==> config.mk <==
export PLATFORM = sky130hd
export DESIGN_NAME = vga_scan_timing
export DESIGN_NICKNAME = d
export VERILOG_FILES = /design/src/rtl/vga_scan_timing.sv
export SDC_FILE = /design/constraint.sdc
export NUM_CORES = 1
export LEC_CHECK = 0
export ABC_AREA = 1
export ABC_CLOCK_PERIOD_IN_PS = 1900
export BUFFER_PORTS_ARGS = -buffer_cell sky130_fd_sc_hd__buf_2
export CORE_UTILIZATION = 57
export DETAILED_ROUTE_END_ITERATION = 7
export PLACE_DENSITY = 0.84
export SYNTH_ARGS = -nofsm -noshare
export SYNTH_HDL_FRONTEND = slang
export SYNTH_SLANG_ARGS = --single-unit
==> constraint.sdc <==
create_clock -name clk -period 1.9 [get_ports clk]
set_clock_uncertainty 0.15 [all_clocks]
set_input_delay 0.095 -clock clk [delete_from_list [all_inputs] [get_ports clk]]
set_output_delay 0.095 -clock clk [all_outputs]
set_load 0.005 [all_outputs]
==> src/rtl/vga_scan_timing.sv <==
// Raster timing for the 80x30 colour text path: pixel coordinates, frame strobe and
// blink phase at zero latency, with sync/enable delayed to match the glyph fetch stage.
module vga_scan_timing #(
    parameter int H_ACTIVE     = 640,
    parameter int H_FP         = 16,
    parameter int H_SYNC       = 96,
    parameter int H_BP         = 48,
    parameter int V_ACTIVE     = 480,
    parameter int V_FP         = 10,
    parameter int V_SYNC       = 2,
    parameter int V_BP         = 33,
    parameter bit SYNC_POL     = 1'b0,
    parameter int PIPE_DLY     = 2,
    parameter int BLINK_FRAMES = 16
) (
    input  logic       clk,
    input  logic       rst_n,
    input  logic       en,
    output logic [9:0] posx,
    output logic [8:0] posy,
    output logic       active,
    output logic       hsync,
    output logic       vsync,
    output logic       de,
    output logic       frame_start,
    output logic       blink
);
    localparam int H_TOTAL = H_ACTIVE + H_FP + H_SYNC + H_BP;
    localparam int V_TOTAL = V_ACTIVE + V_FP + V_SYNC + V_BP;
    localparam int HW      = $clog2(H_TOTAL);
    localparam int VW      = $clog2(V_TOTAL);
    localparam int FW      = $clog2(BLINK_FRAMES + 1);

    typedef enum logic [1:0] {H_ACT, H_FPR, H_SYN, H_BPR} h_state_t;
    typedef enum logic [1:0] {V_ACT, V_FPR, V_SYN, V_BPR} v_state_t;

    logic [HW-1:0] hcnt;
    logic [VW-1:0] vcnt;
    h_state_t      h_state;
    v_state_t      v_state;
    logic [FW-1:0] fcnt;
    logic          h_wrap, v_wrap;
    logic          hs_raw, vs_raw, de_raw;

    assign h_wrap = (hcnt == HW'(H_TOTAL - 1));
    assign v_wrap = (vcnt == VW'(V_TOTAL - 1));

    // Region states move one clock ahead of the counter boundary so they stay aligned with hcnt/vcnt
    always_ff @(posedge clk or negedge rst_n) begin
        if (!rst_n) begin
            hcnt    <= '0;
            vcnt    <= '0;
            h_state <= H_ACT;
            v_state <= V_ACT;
        end else if (en) begin
            if (h_wrap) begin
                hcnt    <= '0;
                h_state <= H_ACT;
                if (v_wrap) begin
                    vcnt    <= '0;
                    v_state <= V_ACT;
                end else begin
                    vcnt <= vcnt + 1'b1;
                    if (vcnt == VW'(V_ACTIVE - 1))
                        v_state <= V_FPR;
                    else if (vcnt == VW'(V_ACTIVE + V_FP - 1))
                        v_state <= V_SYN;
                    else if (vcnt == VW'(V_ACTIVE + V_FP + V_SYNC - 1))
                        v_state <= V_BPR;
                end
            end else begin
                hcnt <= hcnt + 1'b1;
                if (hcnt == HW'(H_ACTIVE - 1))
                    h_state <= H_FPR;
                else if (hcnt == HW'(H_ACTIVE + H_FP - 1))
                    h_state <= H_SYN;
                else if (hcnt == HW'(H_ACTIVE + H_FP + H_SYNC - 1))
                    h_state <= H_BPR;
            end
        end
    end

    assign active      = (h_state == H_ACT) && (v_state == V_ACT);
    assign posx        = (h_state == H_ACT) ? 10'(hcnt) : 10'd0;
    assign posy        = (v_state == V_ACT) ? 9'(vcnt) : 9'd0;
    assign frame_start = en && (hcnt == '0) && (vcnt == '0);

    assign hs_raw = (h_state == H_SYN) ? SYNC_POL : ~SYNC_POL;
    assign vs_raw = (v_state == V_SYN) ? SYNC_POL : ~SYNC_POL;
    assign de_raw = active;

    always_ff @(posedge clk or negedge rst_n) begin
        if (!rst_n) begin
            fcnt  <= '0;
            blink <= 1'b0;
        end else if (frame_start) begin
            if (fcnt == FW'(BLINK_FRAMES - 1)) begin
                fcnt  <= '0;
                blink <= ~blink;
            end else begin
                fcnt <= fcnt + 1'b1;
            end
        end
    end

    generate
        if (PIPE_DLY == 0) begin : g_nodly
            assign hsync = hs_raw;
            assign vsync = vs_raw;
            assign de    = de_raw;
        end else begin : g_dly
            logic [PIPE_DLY-1:0] hs_p, vs_p, de_p;

            always_ff @(posedge clk or negedge rst_n) begin
                if (!rst_n) begin
                    hs_p <= {PIPE_DLY{~SYNC_POL}};
                    vs_p <= {PIPE_DLY{~SYNC_POL}};
                    de_p <= '0;
                end else if (en) begin
                    hs_p[0] <= hs_raw;
                    vs_p[0] <= vs_raw;
                    de_p[0] <= de_raw;
                    for (int i = 1; i < PIPE_DLY; i++) begin
                        hs_p[i] <= hs_p[i-1];
                        vs_p[i] <= vs_p[i-1];
                        de_p[i] <= de_p[i-1];
                    end
                end
            end

            assign hsync = hs_p[PIPE_DLY-1];
            assign vsync = vs_p[PIPE_DLY-1];
            assign de    = de_p[PIPE_DLY-1];
        end
    endgenerate
endmodule

# Word level (Yosys, flattened, before mapping)
# Index checks and enable logic that the tools add are counted.
# classes
n_mux	15
add_sub_neg	3
n_reduce_logical	13
n_bitwise	1
n_eq_ne	11
# ops
op	count
10-bit == test (second input constant)	5
10-bit by 9-bit == test with 1-bit output (second input constant)	3
10-bit two-way mux	3
10-bit by 1-bit adder with 10-bit output (second input constant)	2
10-bit logical NOT	2
2-bit two-way mux	8
9-bit two-way mux	1
4-bit nonzero test	2
2-bit AND reduction	3
5-bit by 1-bit adder with 5-bit output (second input constant)	1
5-bit by 4-bit == test with 1-bit output (second input constant)	1
5-bit two-way mux	1
2-bit == test (second input constant)	2
2-bit logical NOT	2
1-bit logical AND	3
3-bit AND reduction	1
1-bit two-way mux	2
1-bit inverter	1
# totals
input_bits	3
ff_bits	36
output_inout_bits	25
word_cells	52

# Logic depth before layout (Yosys ltp)
# Gate-level depths: netlist of the first run.
# depth
ltp_word	5
mapped_depth	11
mapped_depth_nobuf	11

# Worst setup path before layout of the first run
# OpenSTA, ideal clock, no wires.
# synth_timing
kind	flip-flop to flip-flop
from	register vcnt[0]
to	register vcnt[8]
setup_slack_ns	0.301
path_stages_with_launch	9
synth_period_minus_slack_ns	1.599
t_required_ns	1.627
setup_ns	0.123
path_buffers	0
arrival_time_ns	1.327
path_cell_list	dfrtp_1 ha_1 inv_1 nor2_1 inv_1 nor2_1 nand2_1 nor3_1 nor2_1
# synth_between
elab_chain_len	2
elab_cells_between_ends	3
classes_between	1 x add/sub; 1 x eq/ne; 1 x mux
# synth_lines
item	line_no	source
from (decl)	38	logic [VW-1:0] vcnt;
from (signal assigned)	63	vcnt <= vcnt + 1'b1;
10-bit by 1-bit adder with 10-bit output / 10-bit == test (equally long branches)	63, 46	
10-bit two-way mux (*)	59	if (v_wrap) begin
# Mark *: on every way between the ends. The rest lies on a longest branch, timed or not.
# A chain may end at the register's enable or synchronous reset.

# Worst setup path after layout of the first run
# layout_timing
from	register hcnt[0]
to	output frame_start
# layout_between
elab_chain_len	3
# layout_lines
item	line_no	source
from (decl)	37	logic [HW-1:0] hcnt;
from (signal assigned)	72	hcnt <= hcnt + 1'b1;
10-bit logical NOT	86	assign frame_start = en && (hcnt == '0) && (vcnt == '0);
1-bit logical AND (2 in a row)	86	
to (decl)	25	output logic frame_start,
# Every way passes these cells.

==> metrics, run 1 <==
Clock Sinks=36; Peak VDD IR=between 0.5 and 0.6 mV; Initial Utilization=0.5926; Vias/cell=5.314; DR WL/cell=12.69 µm; global-route usage over all layers=0.2798; largest net degree at the start of global routing=37; FF-to-FF End=hcnt[7]$_DFFE_PN0P_; first-pass GRT wire length=8.790 mm; root buf cell=clkbuf_8; Nets=~370; critical path launch point type=flip-flop; DR iter-0 viols=around 140; CTS tree=done; Post-Syn Nets=322; worst-path cell chain=inv_2 -> ha_2 -> nand4_1 -> nor2_2 -> nand2_2 -> inv_2 -> buf_2; cell mode on critical path=inv_2; Area growth syn-to-layout=20.76%; MaxCap Viol Count=0; Mapped Area=0.002170 mm²; CP Data Required Time=around 1700 ps; largest cells by area after synthesis=dfrtp_1, nand2_1, nor2_1; crit path time final=1853 ps; ANT nets after route=0; Setup crit end=frame_start; Synth top area share=0.3691; reg2reg path depth=6; WP data arrival=1610 ps; WP buf/inv=3; Routed WL=5.177 mm; IO Count=28; CP max stage delay=410 ps; synthesized instance count=313; maximum clock rate=539.5 MHz; synth warn=0; fin util=0.7157; total number of vias=2168; Reg clk slew, reported paths=roughly 70 ps; share of cells above drive strength 1=0.2028; final worst setup slack=between 40 and 50 ps; 1st-pass router iterations=4; Stages on worst setup path=7; Min-Delay Path Class=in2async; Die ar.=0.004057 mm²; flop2flop setup slack=110 ps; Die X=63.70 µm; Final Setup Violations=0; final slew viol count=0; leakage=1.381 nW; reg2reg start=hcnt[1]$_DFFE_PN0P_; Yosys reg bits=36; total grt overflow=0; Unique masters post-synth=26; FP Rows=22; CP Class=reg2out; Detailed Place HPWL=3.558 mm; Syn Area/Cell=6.932 µm²; Worst-Margin Slew=between 800 and 900 ps; slowest CP cell=dfrtp_1; Num CTS Buffers=5; crit path from=hcnt[0]$_DFFE_PN0P_; core area=0.003661 mm²; CP max FO=4; WHS=between 200 and 300 ps; final estimated routing congestion in global placement=0.9321; fillcell total=294; post-synthesis sequential area ratio=0.4175; Max Buffers Root-to-Sink=2; Vert. Die Dim=63.70 µm; vias in the first global route=1927; Slew HR=0.4639; total number of H-tree levels=2; endpoints failing hold=0; pwr dens=820.7 mW/mm²; Clock Latency Late Sink=290 ps; drc violations=0; PortBufs=27; status=complete, no violations; ANT cells=0; pre-CTS setup slack=between 100 and 150 ps; Worst setup EP type=output pin; antenna violations before repair=0; post-synth top area cell=dfrtp_1; setup TNS=0 ps; cell family contributing the most delay on the critical path=simple AND/OR/NAND/NOR gates; final cycle utilization of the critical path=0.9755
## flip-flops by register name, summed over array words and instances (netlist names)
name	cells
hcnt	10
vcnt	10
fcnt	5
g_dly.de_p	2
g_dly.hs_p	2
g_dly.vs_p	2
h_state	2
v_state	2
blink	1
## cell usage after synthesis, drive strengths merged
library cell	instances
clkbuf	3
nand2	68
buf	2
o21ai	18
nand3	27
a31oi	2
nand3b	1
xor2	2
xnor2	1
o22ai	1
a21oi	13
nor2	63
dfstp	4
a21boi	1
clkinv	1
nand4	9
ha	6
inv	52
nor3	7
dfrtp	32
## power by group
part	total [mW]	internal, mW	switching, mW
Clock	0.739	0.463	0.275
Combinational	0.486	0.166	0.321
Sequential	0.925	0.850	0.0748
## worst min path at each step
stage / from / to / slack [ps]
3_5_place_dp: rst_n / fcnt[0]$_DFFE_PN0P_ / 80
3_3_place_gp: rst_n / fcnt[2]$_DFFE_PN0P_ / 80
2_1_floorplan: rst_n / blink$_DFFE_PN0P_ / -350
4_1_cts: rst_n / fcnt[0]$_DFFE_PN0P_ / 310
6_report: rst_n / fcnt[0]$_DFFE_PN0P_ / 280
5_1_grt: rst_n / fcnt[2]$_DFFE_PN0P_ / 350
## layout make-up
type                            count  area, µm²  share of cell area
Sequential cell                    36      907.1              0.3462
Clock buffer                        7      96.34             0.03677
Timing Repair Buffer               44      267.8              0.1022
Clock inverter                      1      30.03             0.01146
Multi-Input combinational cell    219       1060              0.4045
Inverter                           53      198.9             0.07593
Tap cell                           48      60.06             0.02292
## routing by layer
metal	vias up	wire length, µm	track usage
li1	1077	-	-
met3	6	305	0.05254
met2	77	2510	0.4415
met1	1008	2292	0.3802
met5	-	0	0
met4	0	68	0.1023
## stage by stage
| stage | power [mW] | cells | cell area [µm²] |
|---|---|---|---|
| global placement | 1.362 | 389 | 2382 |
| CTS | 2.126 | 402 | 2555 |
| finish | 2.150 | 408 | 2620 |
| global route | 2.266 | 408 | 2620 |
| detailed placement | 1.383 | 389 | 2382 |
| floorplan | 1.216 | 313 | 2170 |
## repair_timing
action                                  4_1_cts  5_1_grt
cloned                                        0        0
gates resized for setup                       3        9
buffers inserted                              3        6
hold buffers                                  2        0
endpoints found under the setup margin        1        4
endpoints found under the hold margin        33        0
pin swaps                                     0        3
## cell families (layout without fill, tap and decap cells)
family	after synthesis	in the layout	synth area share
flip-flops	36	36	0.4175
buffers and inverters	58	105	0.1044
XOR/XNOR	3	3	0.01211
adder cells (fa/ha/maj)	6	6	0.03460
AO/OA/AOI/OAI	35	35	0.08362
AND/OR/NAND/NOR	175	175	0.3477
## placed cells by master, fill, tap and decap left out, drive strengths merged
cell         instances
a21boi               1
a21oi               13
a31oi                2
buf                 42
bufinv               1
clkbuf               7
clkinv               1
dfrtp               32
dfstp                4
dlygate4sd3          2
ha                   6
inv                 52
nand2               68
nand3               27
nand3b               1
nand4                9
nor2                63
nor3                 7
o21ai               18
o22ai                1
xnor2                1
xor2                 2
Note: power is estimated with default switching activity, not from simulation.
==> run 2, diff against run 1 <==
--- a/config.mk
+++ b/config.mk
@@ -6,11 +6,12 @@
 export NUM_CORES = 1
 export LEC_CHECK = 0
 export ABC_AREA = 1
-export ABC_CLOCK_PERIOD_IN_PS = 1900
+export ABC_CLOCK_PERIOD_IN_PS = 1650
 export BUFFER_PORTS_ARGS = -buffer_cell sky130_fd_sc_hd__buf_2
-export CORE_UTILIZATION = 57
+export CORE_MARGIN = 2
+export CORE_UTILIZATION = 52
 export DETAILED_ROUTE_END_ITERATION = 7
-export PLACE_DENSITY = 0.84
+export PLACE_DENSITY = 0.81
 export SYNTH_ARGS = -nofsm -noshare
 export SYNTH_HDL_FRONTEND = slang
 export SYNTH_SLANG_ARGS = --single-unit
==> constraint.sdc (replaced) <==
create_clock -name clk -period 1.65 [get_ports clk]
set_clock_uncertainty 0.15 [all_clocks]
set_input_delay 0.0825 -clock clk [delete_from_list [all_inputs] [get_ports clk]]
set_output_delay 0.0825 -clock clk [all_outputs]
set_load 0.005 [all_outputs]
==> run 2 against run 1 <==
The run now ends with setup timing left. Combinational power up 52%. Non-clock buffer count increased by 25. Sequential power increased by 15%. Clock-buffer cell count decreased by 2. Largest cell class unchanged. Routed wire length up 29%. Total power is 21% higher. First-iteration DRC count up 62%. Via count increased by 13%. Final area grew 14%. Clock power up 8.7%. Sequential share of layout area down 4.3 points. Hold slack worse by 210 ps.
==> metrics, run 2 (synthesis gave the netlist of run 1 again) <==
status=finished, violations left; failing checks=setup timing; Vias/cell=5.607 (+5.5%); PortBufs=27 (unchanged); drc violations=0 (unchanged); Worst Hold Depth=4; setup TNS=-1199 ps (-1199 ps); fin util=0.7479 (+0.03224); vias in the first global route=2128 (+10%); Clock Latency Late Sink=300 ps (about the same); Reg clk slew, reported paths=80 ps (about the same); Worst-Margin Slew=458.9 ps (-345.2 ps); Comb pwr share=0.284 (+0.058); Final Power=2.604 mW (+21%); CP Class=reg2out; reg2reg start=hcnt[1]$_DFFE_PN0P_; MaxCap Viol Count=0 (unchanged); global-route usage over all layers=0.2667 (-0.01306); leakage=1.543 nW (+12%); DR WL/cell=15.32 µm (+21%); final cycle utilization of the critical path=1.085; final estimated routing congestion in global placement=0.8814 (-5.4%); Area growth syn-to-layout=37.89%; total grt overflow=0 (unchanged); antenna violations before repair=0 (unchanged); Final Setup Violations=17 (+17); Internal Dissipation=1.717 mW (+16%); largest registers=hcnt x10, vcnt x10, fcnt x5; commonest non-fill, non-tap cell in the layout=nand2_1; Finished Cell Area=0.002992 mm² (+14%); CP max FO=2 (-2); Nets=393 (+6.8%); largest net degree at the start of global routing=20 (-46%); share of cells above drive strength 1=0.3429 (+0.1401); total number of vias=2439 (+13%); total number of H-tree levels=2 (unchanged); hold endpoint=hcnt[2]$_DFFE_PN0P_; most frequent cells in the layout=nand2_1, nor2_1, inv_1; Sw Pwr=0.8870 mW (+32%); IO Count=28 (unchanged); 1st-pass router iterations=5 (+1); root buf cell=clkbuf_8; FP Rows=23 (+4.5%); Num CTS Buffers=5 (unchanged); reg2reg path depth=10 (+4); flop2flop setup slack=-110 ps (-220 ps); ANT nets after route=0 (unchanged); Min-Delay Path Class=in2reg; endpoints failing hold=0 (unchanged); maximum clock rate=~560 MHz; Clock Sinks=36 (unchanged); Peak VDD IR=0.6389 mV (+12%); pre-CTS setup slack=0.6657 ps (-143.7 ps); pwr dens=870.4 mW/mm² (+6.1%); RSZ-0062 raised after global routing=true; final worst setup slack=-140.3 ps (-186.8 ps); critical path launch point type=flip-flop; core area=0.004000 mm² (+9.3%); Layout Cells excl Fill=435 (+6.6%); first-pass GRT wire length=9.294 mm (+5.7%); crit path time final=1790 ps; Vert. Die Dim=68.60 µm (+7.7%); FF-to-FF End=v_state[0]$_DFFE_PN0P_; Initial Utilization=0.5424 (-0.05023); Die ar.=0.004705 mm² (+16%); Slew HR=0.6940 (+0.2301); Die X=68.60 µm (+7.7%); Worst setup EP type=output pin; sequential power share=0.408 (-0.022); WHS=73.70 ps (-209.4 ps); DR iter-0 viols=219 (+62%); ANT cells=0 (unchanged); placed insts=410 (+5.4%); WP data arrival=1560 ps (-50 ps); clock share of power=0.308 (-0.035); final slew viol count=0 (unchanged); Max Buffers Root-to-Sink=2 (unchanged); CP Data Required Time=1420 ps (-230 ps); Detailed Place HPWL=3.943 mm (+11%); Placed Area=0.002540 mm² (+6.6%); Routed WL=6.664 mm (+29%); CTS tree=done; Sw Share=0.3406 (+0.02863); hold path start=en
-- run 2: changes by cell type in the layout (fill, tap and decap cells not counted), moves of 4 or more --
| cell | change |
|---|---|
| buf_4 | +20 |
| nand2_1 | -9 |
| nand2_2 | +8 |
| nor2_1 | -7 |
| buf_6 | +6 |
| inv_1 | -6 |
| inv_2 | +5 |
| nand3_1 | -5 |
| nor2_2 | +5 |
| ha_1 | -4 |
| ha_4 | +4 |
| nand3_2 | +4 |
-- run 2: worst max-delay path, cell delays in order (launching register included) --
cell,delay [ps]
dfrtp_1,410
inv_2,100
ha_4,150
nand2_2,50
nor2_2,110
nand2_2,70
nor2_4,100
nand2_2,70
inv_2,80
buf_6,90
-- run 2: cell type report --
type                       count  area, µm²
clock buffer                   5      68.82
clock inverter                 3      42.54
fill                         273       1008
inverter                      53      215.2
multi-input combinational    219       1206
sequential                    36      905.9
tap                           50      62.56
timing repair buffer          69      490.5
-- run 2: power groups by stage --
| stage | Combinational [mW] | Sequential (mW) | Clock (mW) |
|---|---|---|---|
| finish | 0.739 | 1.06 | 0.803 |
| global route | 0.800 | 1.07 | 0.829 |
| CTS | 0.629 | 1.05 | 0.800 |
| detailed placement | 0.606 | 1.07 | 0 |
| global placement | 0.585 | 1.06 | 0 |
| floorplan | 0.315 | 1.09 | 0 |
-- run 2: worst max-delay path by stage --
stage	from	endpoint	slack, ps	cells past startpoint
after detailed placement	hcnt[0]$_DFFE_PN0P_	v_state[0]$_DFFE_PN0P_	0.7	10
after global placement	vcnt[0]$_DFFE_PN0P_	fcnt[2]$_DFFE_PN0P_	80	11
after floorplan	vcnt[0]$_DFFE_PN0P_	vcnt[8]$_DFFE_PN0P_	50	8
after global routing	vcnt[0]$_DFFE_PN0P_	v_state[0]$_DFFE_PN0P_	-220	12
after CTS	vcnt[1]$_DFFE_PN0P_	frame_start	-80	9
final	vcnt[1]$_DFFE_PN0P_	frame_start	-140	9
-- run 2: what timing repair did --
action                     in CTS  in global routing
resized for setup              17                 46
setup buffers                   7                 12
pin swaps                       5                 22
hold endpoints to repair       36                  0
hold buffers                    1                  0
setup endpoints to repair       7                 23
-- run 2: per-layer routing --
metal / part of all wire / up-vias / GRT usage
met2: 0.49 / 148 / 0.4579
met4: 0.036 / 0 / 0.1050
met3: 0.071 / 27 / 0.04870
li1: - / 1132 / -
met5: 0 / - / 0
met1: 0.40 / 1132 / 0.3302
